File: src/rtl/multdiv_pkg.sv
`default_nettype none
// ============================================================================
//  Module      : multdiv_pkg
//  Description : Shared types and constants for the multdiv sequencer:
//                FSM state encoding, operation select codes and the
//                default step counts of the iterative datapath.
//  Revision    : 1.0 - initial release
// ============================================================================
package multdiv_pkg;

    typedef enum logic [1:0] {
        IDLE = 2'd0,
        LOAD = 2'd1,
        RUN  = 2'd2,
        DONE = 2'd3
    } state_e;

    localparam logic OP_MULT = 1'b0;
    localparam logic OP_DIV  = 1'b1;

    // Radix-4 Booth needs 16 steps for 32 bits, non-restoring divide needs 32.
    localparam int DEF_MULT_CYCLES = 16;
    localparam int DEF_DIV_CYCLES  = 32;
    localparam int DEF_CNT_W       = 6;

endpackage
`default_nettype wire

File: src/rtl/multdiv_step_counter.sv
`default_nettype none
// ============================================================================
//  Module      : multdiv_step_counter
//  Description : Step counter for the iterative datapath. Synchronous clear,
//                count enable, and an equality compare against the index of
//                the final step (so it never needs to wrap).
//  Revision    : 1.0 - initial release
// ============================================================================
module multdiv_step_counter #(
    parameter int CNT_W = 6
) (
    input  logic             clk,
    input  logic             rst_n,
    input  logic             clear,
    input  logic             en,
    input  logic [CNT_W-1:0] limit,
    output logic             last
);

    logic [CNT_W-1:0] count_q;
    logic [CNT_W-1:0] count_d;

    // Next count: clear has priority over counting.
    always_comb begin
        count_d = count_q;
        if (clear) begin
            count_d = '0;
        end else if (en) begin
            count_d = count_q + CNT_W'(1);
        end
    end

    // Counter register.
    always_ff @(posedge clk or negedge rst_n) begin
        if (!rst_n) begin
            count_q <= '0;
        end else begin
            count_q <= count_d;
        end
    end

    assign last = (count_q == limit);

endmodule
`default_nettype wire

File: src/rtl/multdiv_ctrl.sv
`default_nettype none
// ============================================================================
//  Module      : multdiv_ctrl
//  Description : Sequencer for the shared iterative mult/div datapath.
//                Latches operands on a start pulse, strobes load once and
//                step N times, screens divide-by-zero, and returns the
//                registered result, exception flag and a ready pulse.
//  Revision    : 1.0 - initial release
// ============================================================================
module multdiv_ctrl
    import multdiv_pkg::*;
#(
    parameter int MULT_CYCLES = DEF_MULT_CYCLES,
    parameter int DIV_CYCLES  = DEF_DIV_CYCLES,
    parameter int CNT_W       = DEF_CNT_W
) (
    input  logic        clock,
    input  logic        reset,
    input  logic        ctrl_MULT,
    input  logic        ctrl_DIV,
    input  logic [31:0] data_operandA,
    input  logic [31:0] data_operandB,
    output logic [31:0] dp_opA,
    output logic [31:0] dp_opB,
    output logic        dp_op,
    output logic        dp_load,
    output logic        dp_step,
    input  logic [31:0] dp_result,
    input  logic        dp_overflow,
    output logic [31:0] data_result,
    output logic        data_exception,
    output logic        data_resultRDY,
    output logic        busy
);

    localparam logic [CNT_W-1:0] c_mult_last = CNT_W'(MULT_CYCLES - 1);
    localparam logic [CNT_W-1:0] c_div_last  = CNT_W'(DIV_CYCLES - 1);

    state_e      state_q, state_d;
    logic [31:0] op_a_q, op_a_d;
    logic [31:0] op_b_q, op_b_d;
    logic        op_q, op_d;
    logic        div0_q, div0_d;
    logic [31:0] result_q, result_d;
    logic        exc_q, exc_d;

    logic             w_start;
    logic             w_div0;
    logic             w_last;
    logic             w_cnt_en;
    logic [CNT_W-1:0] w_limit;

    // Multiply wins when both pulses arrive; a zero divisor never reaches the datapath.
    assign w_start  = ctrl_MULT | ctrl_DIV;
    assign w_div0   = !ctrl_MULT && ctrl_DIV && (data_operandB == 32'd0);
    assign w_limit  = (op_q == OP_DIV) ? c_div_last : c_mult_last;
    // Stop counting on the final step so the counter parks at N-1.
    assign w_cnt_en = (state_q == RUN) && !w_last;

    multdiv_step_counter #(
        .CNT_W (CNT_W)
    ) u_step_counter (
        .clk   (clock),
        .rst_n (reset),
        .clear (w_start),
        .en    (w_cnt_en),
        .limit (w_limit),
        .last  (w_last)
    );

    // Next state, operand latching and result capture; a start overrides everything.
    always_comb begin
        state_d  = state_q;
        op_a_d   = op_a_q;
        op_b_d   = op_b_q;
        op_d     = op_q;
        div0_d   = div0_q;
        result_d = result_q;
        exc_d    = exc_q;

        case (state_q)
            IDLE: state_d = IDLE;
            LOAD: state_d = RUN;
            RUN: begin
                if (w_last) begin
                    state_d = DONE;
                end
            end
            DONE: begin
                state_d = IDLE;
                if (div0_q) begin
                    result_d = 32'd0;
                    exc_d    = 1'b1;
                end else begin
                    result_d = dp_result;
                    exc_d    = (op_q == OP_MULT) ? dp_overflow : 1'b0;
                end
            end
            default: state_d = IDLE;
        endcase

        // A new start silently aborts whatever is in flight, including a
        // pending result capture in DONE.
        if (w_start) begin
            state_d  = w_div0 ? DONE : LOAD;
            op_a_d   = data_operandA;
            op_b_d   = data_operandB;
            op_d     = ctrl_MULT ? OP_MULT : OP_DIV;
            div0_d   = w_div0;
            result_d = result_q;
            exc_d    = exc_q;
        end
    end

    // State and output registers.
    always_ff @(posedge clock or negedge reset) begin
        if (!reset) begin
            state_q  <= IDLE;
            op_a_q   <= 32'd0;
            op_b_q   <= 32'd0;
            op_q     <= OP_MULT;
            div0_q   <= 1'b0;
            result_q <= 32'd0;
            exc_q    <= 1'b0;
        end else begin
            state_q  <= state_d;
            op_a_q   <= op_a_d;
            op_b_q   <= op_b_d;
            op_q     <= op_d;
            div0_q   <= div0_d;
            result_q <= result_d;
            exc_q    <= exc_d;
        end
    end

    assign dp_opA         = op_a_q;
    assign dp_opB         = op_b_q;
    assign dp_op          = op_q;
    assign dp_load        = (state_q == LOAD);
    assign dp_step        = (state_q == RUN);
    assign data_resultRDY = (state_q == DONE);
    assign busy           = (state_q != IDLE);
    assign data_result    = result_q;
    assign data_exception = exc_q;

endmodule
`default_nettype wire

File: config.mk
export PLATFORM = sky130hd
export DESIGN_NAME = multdiv_ctrl
export DESIGN_NICKNAME = d
export VERILOG_FILES = /design/src/rtl/multdiv_pkg.sv /design/src/rtl/multdiv_step_counter.sv /design/src/rtl/multdiv_ctrl.sv
export SDC_FILE = /design/constraint.sdc
export NUM_CORES = 1
export LEC_CHECK = 0
export CAP_MARGIN = 0
export CORE_UTILIZATION = 40
export CTS_CLUSTER_SIZE = 14
export DETAILED_ROUTE_END_ITERATION = 10
export HOLD_SLACK_MARGIN = 0.1
export PLACE_DENSITY = 0.84
export SLEW_MARGIN = 0
export SYNTH_ARGS = -nofsm -noshare
export SYNTH_HDL_FRONTEND = slang
export SYNTH_SLANG_ARGS = --single-unit
File: constraint.sdc
create_clock -name clock -period 3.14 [get_ports clock]
set_clock_uncertainty 0.2 [all_clocks]
set_input_delay 0.314 -clock clock [delete_from_list [all_inputs] [get_ports clock]]
set_output_delay 0.314 -clock clock [all_outputs]
set_load 0.05 [all_outputs]
==> results.cfg <==
[route]
via_count = 3868
drtPass1Iterations = 4
routed_via_density = 4.75
final_antenna_net_count = 0
drt_first_iter_violations = 279
wl_mm = 11.6
drc = 0
wl_per_cell_um = 14.2

[floorplan]
die_y_um = 107
dieArea_um2 = 11400
rows = 37
coreArea_um2 = 10500
initial_utilization_pct = 41.9
io_pins = 203
die_x_um = 107

[setup_path]
r2r_start = u_step_counter.count_q[0]
critPathKind = flip-flop to output pin
arrival_ps = 2010
cp.required_ps = 2630
path_cells = inv_1 > ha_1 > clkdlybuf4s50_1
cp-end-kind = output pin
rr_endpoint = state_q[1]
r2r_setup_slack_ps = 1110
r2r_cells = 5
slowest_stage = clkdlybuf4s50_1
cp_max_fo = 4
critical-path-max-stage-delay_ps = 870
crit_path_start_kind = flip-flop

[grt]
antenna_found_initial = 0
grt_pass1_vias = 3891
grt_max_degree = 69
grt_use_total_pct = 21.2
grt_first_pass_wirelength_mm = 18.7
grt_overflow_total = 0

[finish]
drive_above_1_share_pct = 4.13
stdcell_area_um2 = 6780
nets = 780
synthToLayoutAreaGrowth_pct = 54.1
layout_common_cells = nand2_1, clkdlybuf4s50_1, dfrtp_1
multi_input_area_um2 = 1590
finalNonFillerCells = 814
n_fill_cell = 831
diodes = 0
final_util_pct = 64.5
final_common_cell = nand2_1
register_area_um2 = 2680

[placed_design]
postPlaceCellArea_um2 = 6540
gp_congestion = 0.820
dp_hpwl_mm = 8.56
dp_cells = 797
portBuffers = 202
post-place-ws_ps = 881

[timing]
maxSlewHeadroom_pct = 45.7
rsz0062_at_grt = false
fmaxAchievable_mhz = 396
finalHoldViolCount = 0
fin_setup_tns_ps = 0
finalCriticalPeriod_ps = 2530
slew_viol_final = 0
finalSetupViolCount = 0
fin_crit_sh_pct = 80.4
fin_ws_ps = 614
worstMarginPinSlew_ps = 815

[outcome]
status = complete, no violations

[clock_network]
clk_pin_slew_ps = 110
cts_made_buffers = 9
clkSinkCount = 107
cts_tree = built
clock_latency_ps = 370
root_buffer = clkbuf_8
htreeDepth = 3
cts_max_path_buffers = 2

[pwr]
power_leakage_nw = 3.18
p_clk_share_pct = 23.0
intPower_mw = 2.54
sw_frac_of_total_pct = 37.8
power.switching_mw = 1.54
peakVddDrop_mv = 0.442
pwr-share-comb_pct = 36.2
seqPwrFrac_pct = 40.8
p_per_area_nw_per_um2 = 602

[synthesis]
synth_fp_nets = 587
synth_area_per_cell_um2 = 9.16
synth-seq-cells = 107
yosysWarnings = 0
syn_area_um2 = 4400
synthDistinctLibCells = 28
synth-seq-area-share_pct = 60.9
postSynthCellCount = 480

[flow_run]
cap_violations = 0

[worst_hold_path]
hold_start = data_operandA[30]
min_path_cells = 3
hp-class = input port to flip-flop
hold_end = dp_opA[30]
[worst max-delay path, delay by kind of cell, from the launching register on]
kind                       cells  cell delay [ps]
adders and majority gates      1              240
buffers and inverters          2             1000
DFF                            1              410
[registers in the layout, summed over array words and instances, names as in the netlist]
name	cells
data_result	32
dp_opA	32
dp_opB	32
u_step_counter.count_q	6
state_q	2
data_exception	1
div0_q	1
dp_op	1
[layer usage]
| layer | track usage (%) | up-vias | part of all wire [%] |
|---|---|---|---|
| met2 | 35.4 | 143 | 48 |
| li1 | - | 1898 | - |
| met3 | 5.84 | 17 | 7.5 |
| met5 | 0 | - | 0 |
| met4 | 8.90 | 0 | 2.1 |
| met1 | 25.9 | 1810 | 42 |
[power by group through the flow]
stage,clock network [mW],logic [mW],registers (mW)
2_1_floorplan,0,0.210,2.35
3_3_place_gp,0,1.47,1.68
3_5_place_dp,0,1.49,1.69
4_1_cts,0.972,1.49,1.67
5_1_grt,1.03,1.56,1.69
6_report,0.938,1.48,1.66
[metrics by stage]
step	hold WS, ps	power (mW)
6_report	268	4.08
5_1_grt	257	4.28
4_1_cts	250	4.13
3_5_place_dp	232	3.18
3_3_place_gp	225	3.15
2_1_floorplan	-182	2.56
[kinds of logic (layout without fill, tap and decap cells)]
group	count (synthesis)	in the layout	share of synthesized area, %
xor+xnor	2	2	0.398
buf+inv	31	229	3.13
fa+ha+maj	6	6	1.71
simple gates	287	287	27.5
compound gates	46	46	6.12
flops	107	107	60.9
mux	1	1	0.228
[repair_timing]
item,in CTS,in global routing
hold endpoints to repair,58,0
hold buffers,1,0
buffers inserted,0,0
gates resized for setup,0,0
[area by class of cell]
class                   count  area share, %
clock buffers              10           1.88
clock inverters             6           1.42
inverters                   5          0.277
multi-input cells         342           23.5
flip-flops and latches    107           39.5
well taps                 136           2.51
repair buffers            208           30.9
[synth_stat cells (all sizes together)]
cell	number	area [um^2]
nand4	1	6.26
nor4	7	43.8
mux2i	1	10.0
dfrtp	107	2680
buf	12	66.3
a21oi	4	27.5
or3	4	25.0
a21o	1	7.51
and4	1	8.76
xor2	2	17.5
nand2b	32	200
ha	6	75.1
nor2	6	22.5
clkbuf	14	52.6
nor3	2	10.0
nand2	229	860
inv	5	18.8
a311o	1	10.0
o31ai	2	28.8
nor4b	1	8.76
or2	1	6.26
o21ai	36	180
nand3	3	20.0
o211ai	2	15.0
[worst max path at each step]
| stage | slack [ps] | startpoint | to | depth (start not counted) |
|---|---|---|---|---|
| global route | 500 | state_q[0] | dp_step | 3 |
| CTS | 570 | state_q[0] | dp_step | 3 |
| floorplan | 1140 | state_q[0] | state_q[1] | 5 |
| global placement | 910 | ctrl_MULT | state_q[1] | 4 |
| finish | 610 | state_q[0] | dp_step | 3 |
| detailed placement | 880 | ctrl_MULT | state_q[1] | 4 |
Power figures use the tool's default switching activity.
